==> src/rtl/v_issue_ctrl.sv <==
// rtl/v_issue_ctrl.sv - vector issue control: instruction FIFO, hazard query FSM, issue handshake
module v_issue_ctrl #(
    parameter int ADDR_WIDTH  = 5,
    parameter int INSTR_WIDTH = 32,
    parameter int FIFO_DEPTH  = 4
) (
    input  logic                   clk,
    input  logic                   rst_n,
    input  logic                   in_valid,
    output logic                   in_ready,
    input  logic [INSTR_WIDTH-1:0] in_instr,
    input  logic [ADDR_WIDTH-1:0]  in_vs1,
    input  logic [ADDR_WIDTH-1:0]  in_vs2,
    input  logic                   in_use_vs1,
    input  logic                   in_use_vs2,
    input  logic [ADDR_WIDTH-1:0]  in_vd,
    input  logic                   in_wr_vd,
    output logic                   check_hazard0,
    output logic                   check_hazard1,
    output logic [ADDR_WIDTH-1:0]  check_wr_addr0,
    output logic [ADDR_WIDTH-1:0]  check_wr_addr1,
    input  logic                   no_hazard,
    output logic                   update_expected_wb_addr,
    output logic [ADDR_WIDTH-1:0]  expected_wb_addr,
    output logic                   out_valid,
    input  logic                   out_ready,
    output logic [INSTR_WIDTH-1:0] out_instr,
    output logic [ADDR_WIDTH-1:0]  out_vd,
    output logic [15:0]            stall_cycles
);

    localparam int PTR_W = $clog2(FIFO_DEPTH);
    localparam int CNT_W = PTR_W + 1;
    localparam logic [CNT_W-1:0] FULL_CNT = CNT_W'(FIFO_DEPTH);

    typedef struct packed {
        logic [INSTR_WIDTH-1:0] instr;
        logic [ADDR_WIDTH-1:0]  vs1;
        logic [ADDR_WIDTH-1:0]  vs2;
        logic [ADDR_WIDTH-1:0]  vd;
        logic                   use_vs1;
        logic                   use_vs2;
        logic                   wr_vd;
    } entry_t;

    typedef enum logic [1:0] {IDLE, CHECK, EVAL, ISSUE} state_t;

    entry_t           mem_q [FIFO_DEPTH];
    logic [PTR_W-1:0] wr_ptr_q, rd_ptr_q;
    logic [CNT_W-1:0] count_q;
    state_t           state_q, state_d;
    logic [15:0]      stall_q, stall_d;
    entry_t           head, in_entry;
    logic             push, pop, fifo_empty;

    assign in_ready   = (count_q != FULL_CNT);
    assign fifo_empty = (count_q == '0);
    assign push       = in_valid & in_ready;
    assign pop        = out_valid & out_ready;
    assign head       = mem_q[rd_ptr_q];
    assign in_entry   = {in_instr, in_vs1, in_vs2, in_vd, in_use_vs1, in_use_vs2, in_wr_vd};

    assign check_wr_addr0 = head.vs1;
    assign check_wr_addr1 = head.vs2;
    assign out_instr      = head.instr;
    assign out_vd         = head.vd;
    assign stall_cycles   = stall_q;

    // Storage is cleared on reset so the combinational head-driven outputs read 0.
    always_ff @(posedge clk or negedge rst_n) begin
        if (!rst_n) begin
            for (int i = 0; i < FIFO_DEPTH; i++) begin
                mem_q[i] <= '0;
            end
            wr_ptr_q <= '0;
            rd_ptr_q <= '0;
            count_q  <= '0;
            state_q  <= IDLE;
            stall_q  <= '0;
        end else begin
            if (push) begin
                mem_q[wr_ptr_q] <= in_entry;
                wr_ptr_q        <= wr_ptr_q + PTR_W'(1);
            end
            if (pop) begin
                rd_ptr_q <= rd_ptr_q + PTR_W'(1);
            end
            count_q <= count_q + CNT_W'(push) - CNT_W'(pop);
            state_q <= state_d;
            stall_q <= stall_d;
        end
    end

    always_comb begin
        state_d                 = state_q;
        stall_d                 = stall_q;
        check_hazard0           = 1'b0;
        check_hazard1           = 1'b0;
        out_valid               = 1'b0;
        update_expected_wb_addr = 1'b0;
        expected_wb_addr        = '0;
        case (state_q)
            IDLE: begin
                if (!fifo_empty) state_d = CHECK;
            end
            CHECK: begin
                check_hazard0 = head.use_vs1;
                check_hazard1 = head.use_vs2;
                state_d       = (head.use_vs1 | head.use_vs2) ? EVAL : ISSUE;
            end
            EVAL: begin
                if (no_hazard) begin
                    state_d = ISSUE;
                end else begin
                    state_d = CHECK;
                    if (stall_q != 16'hFFFF) stall_d = stall_q + 16'd1;
                end
            end
            ISSUE: begin
                out_valid = 1'b1;
                if (out_ready) begin
                    if (head.wr_vd) begin
                        update_expected_wb_addr = 1'b1;
                        expected_wb_addr        = head.vd;
                    end
                    // Entries left after this pop, including one arriving this cycle.
                    state_d = ((count_q != CNT_W'(1)) || push) ? CHECK : IDLE;
                end
            end
            default: state_d = IDLE;
        endcase
    end

endmodule
==> config.mk <==
export PLATFORM = sky130hd
export DESIGN_NAME = v_issue_ctrl
export DESIGN_NICKNAME = d
export VERILOG_FILES = /design/src/rtl/v_issue_ctrl.sv
export SDC_FILE = /design/constraint.sdc
export NUM_CORES = 1
export LEC_CHECK = 0
export BUFFER_PORTS_ARGS = -buffer_cell sky130_fd_sc_hd__buf_4
export CAP_MARGIN = 20
export CORE_ASPECT_RATIO = 1.5
export CORE_MARGIN = 3
export CORE_UTILIZATION = 34
export CTS_BUF_LIST = sky130_fd_sc_hd__clkbuf_8
export DETAILED_ROUTE_END_ITERATION = 12
export GPL_ROUTABILITY_DRIVEN = 0
export PLACE_DENSITY_LB_ADDON = 0.1
export SLEW_MARGIN = 20
export SYNTH_ARGS = -nofsm -noshare
export SYNTH_HDL_FRONTEND = slang
export SYNTH_SLANG_ARGS = --single-unit
==> constraint.sdc <==
create_clock -name clk -period 3.8 [get_ports clk]
set_input_delay 0.19 -clock clk [delete_from_list [all_inputs] [get_ports clk]]
set_output_delay 0.19 -clock clk [all_outputs]
set_load 0.05 [all_outputs]
==> results_dict.tcl <==
set metrics [dict create \
    grt_use_met2_pct 26.7 \
    die_w_um 145 \
    finalInstanceArea_um2 12700 \
    period_share_pct 74.5 \
    synth-edff-count 0 \
    post-cts-setup-buffers 0 \
    start_kind "flop" \
    dr_total_vias 5983 \
    synth.net_count 677 \
    grt_pass1_wl_um 38000 \
    nets 871 \
    ant_nets 0 \
    met3_usage_pct 3.27 \
    critPathKind "reg2out" \
    clk_latency_ns 0.53 \
    diodes 0 \
    required_ns 3.61 \
    grt_overflow 0 \
    synthToLayoutAreaGrowth_pct 28.1 \
    synth-seq-cells 225 \
    fp.dieH_um 215 \
    synthFlopType "dfrtp_1" \
    initial_core_util_pct 34.9 \
    placementRows 75 \
    synth_area_leaders "dfrtp_1 57%, mux2_1 23%, mux4_2 11%" \
    syn_area_um2 9900 \
    finalSetupViolCount 0 \
    hpwlAfterDp_um 14700 \
    layout-drive-gt1-share_pct 30.4 \
    grt_pass1_vias 6830 \
    tightest_slew_ns 0.959 \
    clk_pin_slew_worst_paths_ns 0.07 \
    skew_ns 0.0190 \
    syn_inst 614 \
    cp-end-kind "output pin" \
    grt_util_all_layers_pct 15.3 \
    cp_max_fo 31 \
    postSynth.asyncResetShare_pct 100 \
    cts_tree "built" \
    drc_errors 0 \
    grt_setup_unrepaired "false" \
    p_per_area_nw_per_um2 1000 \
    drt_iter0_markers 175 \
    hold_buffers 53 \
    yosys.area.top_type "dfrtp_1" \
    maxCapViolCount 0 \
    synth_most_common_cell "dfrtp_1" \
    cts_sinks 225 \
    outcome "finished, final reports clean" \
    slew_violations 0 \
    antenna_found_initial 0 \
    p_leak_nw 5.63 \
    cts_buffers 38 \
    yosysWarnings 0 \
    hold_viol 0 \
    min_path_type "in2async" \
    portBuffers 127 \
    max_slew_margin_pct 36.1 \
    cts_buffer_depth 3 \
    synth_top_area_share_pct 56.9 \
    place_area_um2 11300 \
    grt_max_degree 135 \
    post-route-util_pct 44.8 \
    clock-root-buffer "clkbuf_8" \
    worstPathArrival_ns 2.64 \
    routed_wl_um 23300 \
    ios 128 \
    dieArea_um2 31300 \
    fin_crit_ns 2.83 \
    ys_top_cells_by_count "225 x dfrtp_1, 201 x mux2_1, 50 x mux4_2, 22 x buf_2, 14 x xor2_1" \
    cts-resized-gates 0 \
    synth_area_per_cell_um2 16.1 \
    wl_per_cell_um 19.1 \
    h-tree-depth 2 \
    grt.met1_usage_pct 19.0 \
    avgViaCountPerCell 4.90 \
    peakVddDrop_uv 559 \
    ys_seq_area_share_pct 56.9 \
    max_freq_mhz 353 \
    synth.distinct_cells 32 \
    coreArea_um2 28300 \
    tns_ns 0 \
    dr.pass1.iters 6 \
    top_usage_layer "met2" \
]
==> power by group <==
group / switching, mW / internal (mW) / leakage [nW]
logic: 3.56 / 2.57 / 2.47
clock network: 0.955 / 1.30 / 0.466
registers: 0.792 / 3.57 / 2.69
total: 5.30 / 7.44 / 5.63
==> worst max-delay path, cell delays in order (launching register included) <==
cell and delay, ns:
dfrtp_2 1.00, buf_4 0.49, mux4_2 0.39, buf_4 0.21
==> layer usage <==
metal | vias up | share of wire, %
li1 | 2655 | -
met1 | 3151 | 42
met2 | 136 | 52
met3 | 41 | 4.2
met4 | 0 | 2.3
met5 | - | 0
==> kinds of logic (layout without fill, tap and decap cells) <==
| logic type | after synthesis | count (layout) | synth area share [%] |
|---|---|---|---|
| adders and majority gates | 8 | 8 | 1.09 |
| and+or+nand+nor | 60 | 60 | 3.56 |
| buffers and inverters | 45 | 267 | 2.21 |
| xor gates and xnor gates | 19 | 19 | 1.68 |
| DFF | 225 | 225 | 56.9 |
| AOI/OAI and AO/OA | 6 | 6 | 0.379 |
| muxes | 251 | 251 | 34.2 |
==> cell type report <==
class / count / area [µm²]
Clock inverter: 15 / 86.3
Multi-Input combinational cell: 344 / 4060
Inverter: 10 / 37.5
Clock buffer: 53 / 729
Tap cell: 385 / 482
Fill cell: 2577 / 15700
Timing Repair Buffer: 189 / 1650
Sequential cell: 225 / 5640
==> through the flow <==
step	std cells	worst slack (ns)	total power, mW	hold slack, ns
finish	1221	0.967	12.7	0.120
global route	1221	0.814	13.5	0.105
CTS	1220	0.852	13.0	0.138
detailed placement	1099	1.26	10.6	0.377
global placement	1099	1.29	10.4	0.348
floorplan	614	1.21	8.69	-0.106
==> state kept, by name, indices dropped and copies added, names as in the netlist <==
signal	cells
mem_q	200
stall_cycles	16
count_q	3
rd_ptr_q	2
state_q	2
wr_ptr_q	2
==> path summary, 6_finish.rpt <==
path | cells after the start | slack (ns) | to | from
hold reg to reg | 1 | 0.48 | mem_q[23] | mem_q[23]
hold / removal | 2 | 0.12 | stall_cycles[10] | rst_n
setup / recovery | 3 | 0.97 | out_instr[12] | rd_ptr_q[1]
min in group clk | 5 | 0.21 | state_q[0] | in_valid
max in group asynchronous | 3 | 2.86 | mem_q[22] | rst_n
setup reg to reg | 5 | 1.26 | mem_q[64] | count_q[1]
==> cell usage in the layout, fill, tap and decap left out, types with 2 or more instances in the layout <==
| cell | Yosys | final |
|---|---|---|
| inv_1 | 9 | 20 |
| nand3_1 | 6 | 6 |
| and3b_1 | 2 | 2 |
| dlygate4sd3_1 | 0 | 53 |
| xnor2_1 | 5 | 5 |
| buf_12 | 0 | 6 |
| nor2_1 | 3 | 3 |
| nand2_2 | 0 | 4 |
| or3b_1 | 2 | 2 |
| ha_1 | 7 | 7 |
| mux4_2 | 50 | 50 |
| nand2_1 | 13 | 9 |
| or3_1 | 3 | 3 |
| nand4_1 | 4 | 4 |
| xor2_1 | 14 | 14 |
| and3_1 | 8 | 8 |
| clkbuf_8 | 0 | 53 |
| clkinv_2 | 0 | 3 |
| mux2_1 | 201 | 201 |
| nor3_1 | 10 | 10 |
| dfrtp_1 | 225 | 223 |
| and2_1 | 2 | 2 |
| buf_4 | 4 | 128 |
| a31oi_1 | 3 | 3 |
| nor4_2 | 4 | 4 |
Power figures use the tool's default switching activity.
